File: src/rtl/dmem_arbiter.sv
// Data-memory arbiter: shares the single-port memory between the CPU MEM stage and the display fetch engine.
// Optional DMEM_ARB_PERF_EN adds saturating stall/grant performance counters.
module dmem_arbiter #(
   parameter int ADDR_W   = 19,
   parameter int DATA_W   = 19,
   parameter int MAX_WAIT = 4
) (
   input  logic              clk,
   input  logic              reset,
   input  logic              cpu_req,
   input  logic              cpu_we,
   input  logic              cpu_byte,
   input  logic [ADDR_W-1:0] cpu_addr,
   input  logic [DATA_W-1:0] cpu_wdata,
   output logic              cpu_stall,
   output logic              cpu_rvalid,
   output logic [DATA_W-1:0] cpu_rdata,
   input  logic              disp_req,
   input  logic [ADDR_W-1:0] disp_addr,
   output logic              disp_gnt,
   output logic              disp_rvalid,
   output logic [7:0]        disp_pixel,
   output logic              mem_en,
   output logic              mem_we,
   output logic              mem_byte,
   output logic [ADDR_W-1:0] mem_addr,
   output logic [DATA_W-1:0] mem_wdata,
   input  logic [DATA_W-1:0] mem_rdata
`ifdef DMEM_ARB_PERF_EN
   ,
   output logic [15:0]       perf_stall_cnt,
   output logic [15:0]       perf_disp_cnt
`endif
);

   typedef struct packed {
      logic              we;
      logic              byte_sel;
      logic [ADDR_W-1:0] addr;
      logic [DATA_W-1:0] wdata;
   } mem_req_t;

   typedef struct packed {
      logic cpu_rd;
      logic disp_rd;
   } rd_tag_t;

   localparam logic [3:0] MAX_W = 4'(MAX_WAIT);

   logic [3:0]        wait_cnt, wait_eff, wait_nxt;
   logic              cpu_grant, disp_grant;
   mem_req_t          mem_r;
   rd_tag_t           tag_q, tag_d;
   logic [DATA_W-1:0] cpu_rdata_q;
   logic [7:0]        disp_pixel_q;

   // Grant logic stays live during reset, so the counter is seen as zero there.
   assign wait_eff = reset ? wait_cnt : 4'd0;

   always_comb begin
      disp_grant = disp_req & (~cpu_req | (wait_eff >= MAX_W));
      cpu_grant  = cpu_req & ~disp_grant;
   end

   assign cpu_stall = cpu_req & ~cpu_grant;
   assign disp_gnt  = disp_req & disp_grant;

   always_comb begin
      mem_r = '0;
      if (cpu_grant) begin
         mem_r.we       = cpu_we;
         mem_r.byte_sel = cpu_byte;
         mem_r.addr     = cpu_addr;
         mem_r.wdata    = cpu_wdata;
      end else if (disp_grant) begin
         mem_r.addr     = disp_addr;
      end
   end

   assign mem_en    = cpu_grant | disp_grant;
   assign mem_we    = mem_r.we;
   assign mem_byte  = mem_r.byte_sel;
   assign mem_addr  = mem_r.addr;
   assign mem_wdata = mem_r.wdata;

   always_comb begin
      wait_nxt = wait_cnt;
      if (disp_gnt)
         wait_nxt = 4'd0;
      else if (disp_req && (wait_cnt < MAX_W))
         wait_nxt = wait_cnt + 4'd1;
   end

   always_comb begin
      tag_d         = '0;
      tag_d.cpu_rd  = cpu_grant & ~cpu_we;
      tag_d.disp_rd = disp_grant;
   end

   always_ff @(posedge clk or negedge reset) begin
      if (!reset) begin
         wait_cnt     <= 4'd0;
         tag_q        <= '0;
         cpu_rdata_q  <= '0;
         disp_pixel_q <= '0;
      end else begin
         wait_cnt <= wait_nxt;
         tag_q    <= tag_d;
         if (tag_q.cpu_rd)  cpu_rdata_q  <= mem_rdata;
         if (tag_q.disp_rd) disp_pixel_q <= mem_rdata[7:0];
      end
   end

   // Return data is passed straight through on the valid cycle, then held.
   assign cpu_rvalid  = tag_q.cpu_rd;
   assign disp_rvalid = tag_q.disp_rd;
   assign cpu_rdata   = tag_q.cpu_rd  ? mem_rdata      : cpu_rdata_q;
   assign disp_pixel  = tag_q.disp_rd ? mem_rdata[7:0] : disp_pixel_q;

`ifdef DMEM_ARB_PERF_EN
   always_ff @(posedge clk or negedge reset) begin
      if (!reset) begin
         perf_stall_cnt <= 16'd0;
         perf_disp_cnt  <= 16'd0;
      end else begin
         if (cpu_stall && (perf_stall_cnt != 16'hFFFF)) perf_stall_cnt <= perf_stall_cnt + 16'd1;
         if (disp_gnt  && (perf_disp_cnt  != 16'hFFFF)) perf_disp_cnt  <= perf_disp_cnt + 16'd1;
      end
   end
`endif

endmodule

File: config.mk
export PLATFORM = sky130hd
export DESIGN_NAME = dmem_arbiter
export DESIGN_NICKNAME = d
export VERILOG_FILES = /design/src/rtl/dmem_arbiter.sv
export SDC_FILE = /design/constraint.sdc
export NUM_CORES = 1
export LEC_CHECK = 0
export BUFFER_PORTS_ARGS = -buffer_cell sky130_fd_sc_hd__buf_2
export CAP_MARGIN = 20
export CORE_ASPECT_RATIO = 0.6
export CORE_MARGIN = 5
export CORE_UTILIZATION = 37
export CTS_CLUSTER_SIZE = 28
export DETAILED_ROUTE_END_ITERATION = 10
export PLACE_DENSITY = 0.81
export SETUP_SLACK_MARGIN = 0.4
export SLEW_MARGIN = 25
export SYNTH_ARGS = -nofsm -noshare
export SYNTH_HDL_FRONTEND = slang
export SYNTH_SLANG_ARGS = --single-unit
export TNS_END_PERCENT = 5
File: constraint.sdc
create_clock -name clk -period 1.9 [get_ports clk]
set_input_delay 0.38 -clock clk [delete_from_list [all_inputs] [get_ports clk]]
set_output_delay 0.38 -clock clk [all_outputs]
set_load 0.03 [all_outputs]
==> results.toml <==
[run_status]
status = "finished, violations left"
violations = "negative setup slack"

[setup_path]
reg2reg_from = "wait_cnt[2]$_DFFE_PN0P_"
reg2reg_to = "wait_cnt[1]$_DFFE_PN0P_"
timing.critical_path.from = "wait_cnt[2]$_DFFE_PN0P_"
rrSetupSlack_ns = 0.71
worstPathMaxFanout = 20
critPathRequiredTime_ns = 1.52
endpoint = "mem_addr[15]"
critPathKind = "register to output pin"
startpoint_type = "register"
crit_arrival_ns = 1.57
reg2regPathDepth = 4
end_kind = "output pin"

[yosys]
synth.top_cell.area_share_pct = 50.0
async_reset_ff_share_pct = 100
syn_inst = 129
ys_ff_latch = 33
yosysWarnings = 0
syn_area_mm2 = 0.00165
synth_edf_count = 0
synth_most_common_cell = "dfrtp_1"
ys_top_cells_by_area = "dfrtp_1, mux2_2, and3_1"
syn-num-nets = 212
synth.largest_area_cell = "dfrtp_1"
syn_area_per_cell_um2 = 12.8
synthTopCellsByCount = "dfrtp_1, mux2_2, and3_1"
yosysSeqAreaShare_pct = 50.0
ys_types = 23
synthFlopType = "dfrtp_1"

[clocking]
cts-buffers-inserted = 5
cts_max_path_buffers = 2
cts_tree = "built"
htreeDepth = 2
cts_root_buf = "clkbuf_8"
clock_latency_ns = 0.27
clock_sinks = 33
clkTransAtPathRegs_ns = 0.06

[grt]
grt_pass1_vias = 1741
grt_max_degree = 34
antenna_found_initial = 0
track_usage_pct = 19.4
grt_pass1_wl_um = 8710
grt_overflow = 0

[cells_and_area]
regArea_um2 = 828
multi_input_area_um2 = 857
syn_to_final_growth_pct = 88.0
final_layout_size_suffix_gt1_share_pct = 77.5
fin_cells = 349
fin_util_pct = 73.7
layout.nets = 371
n_antenna_cell = 0
fill_cells = 299

[sta]
period_share_pct = 103
slew_viol_final = 0
fin_ws_ns = -0.0534
max_freq_mhz = 512
period_minus_slack_ns = 1.95
rsz0062_at_grt = "yes"
max_slew_margin_pct = 72.3
finalSetupViolCount = 39
worst_pin_slew_ns = 0.415
hold_viol_final = 0
skew_ns = 0.00420
fin_hold_ws_ns = 0.179

[placement]
pre_cts_ws_ns = 0.166
hpwl_um = 4570
portBuffers = 153
routabilityCongestion = 0.689
dp_cells = 337

[die]
die_y_um = 61.7
coreArea_mm2 = 0.00421
io_pins = 154
die_x_um = 96.2
dieArea_mm2 = 0.00594
placementRows = 18
start_util_pct = 39.2

[power_and_ir_drop]
power.total_mw = 2.96
power_leakage_nw = 1.67
pwr_density_cell_mw_per_mm2 = 955
ir_worst_vdd_v = 0.000659

[route]
wl_per_cell_um = 18.6
via_per_inst = 4.72
routed_wl_um = 6500
ant_nets = 0
drtPass1Iterations = 4
drc = 0
drtIter0Drc = 77
vias = 1649

[min_path]
hold_class = "primary input to asynchronous set/reset pin"

[flow_run]
max-cap-violations = 0
==> routing by layer <==
metal  GRT usage [%]  up-vias  routed length (um)
met5               0        -                   0
met4            4.05        0                  19
met3            4.09        2                 185
met2            35.6       27                3850
met1            23.9      832                2440
li1                -      788                   -
==> worst min path at each step <==
stage | endpoint | cells past startpoint | slack [ns] | from
floorplan | cpu_rdata_q[0]$_DFF_PN0_ | 0 | 0.08 | reset
global placement | disp_rvalid$_DFF_PN0_ | 2 | 0.48 | reset
detailed placement | wait_cnt[0]$_DFFE_PN0P_ | 2 | 0.48 | reset
CTS | wait_cnt[0]$_DFFE_PN0P_ | 2 | 0.18 | reset
global route | cpu_rdata_q[18]$_DFF_PN0_ | 2 | 0.21 | reset
finish | wait_cnt[0]$_DFFE_PN0P_ | 2 | 0.18 | reset
==> registers in the layout, summed over array words and instances, names as in the netlist <==
name,count
disp_rvalid,1
cpu_rdata_q,19
cpu_rvalid,1
disp_pixel_q,8
wait_cnt,4
==> metrics by stage <==
stage | area, um2 | setup TNS (ns)
after floorplan | 1690 | 0
after global placement | 2500 | 0
after detailed placement | 2500 | 0
after CTS | 3000 | -0.364
after global routing | 3100 | -3.55
final | 3100 | -0.871
==> cells by family (layout without fill, tap and decap cells) <==
family	count (synthesis)	count (layout)	synth area share, %
xor+xnor	1	1	0.531
fa+ha+maj	1	1	0.758
mux	28	28	19.0
buf+inv	13	173	4.93
flops	33	33	50.0
simple gates	30	30	11.4
compound gates	23	23	13.3
==> critical path, stage by stage, from the launching register on <==
cell and delay, ns:
dfrtp_1 0.42, o211ai_4 0.21, o21ai_2 0.10, buf_6 0.17, a22o_2 0.23, buf_4 0.17
==> placed cells by master (no fill, tap or decap) <==
master and count:
nor3b_2 1, clkbuf_4 19, clkbuf_8 6, clkbuf_1 2
inv_1 2, buf_6 49, buf_2 83, o211ai_4 1
ha_1 1, dfrtp_2 2, buf_12 1, o21ai_2 1
mux2_4 27, nor2b_1 1, a31oi_1 1, and2_1 1
clkbuf_16 1, o21ai_1 1, and3_1 19, xnor2_1 1
and2_4 1, mux2i_1 1, buf_4 8, a22o_2 19
or2_2 1, dfrtp_1 31, nor2_1 4, buf_8 2
and3_2 2
==> cell type report <==
type / count / area share [%]
multi-input combinational: 83 / 27.6
inverter: 2 / 0.242
clock buffer: 8 / 2.90
sequential: 33 / 26.7
tap: 60 / 2.42
timing repair buffer: 163 / 40.1
==> power breakdown <==
group / switching (mW) / internal, mW
logic: 0.788 / 0.723
clock network: 0.231 / 0.295
registers: 0.0759 / 0.849
total: 1.09 / 1.87
==> timing repair <==
action	in CTS	in global routing
hold buffers	0	0
setup buffers	1	2
pin swaps	0	0
setup endpoints to repair	71	71
endpoints found under the hold margin	0	0
cloned	0	1
resized for setup	125	26
Note: power is estimated with default switching activity, not from simulation.
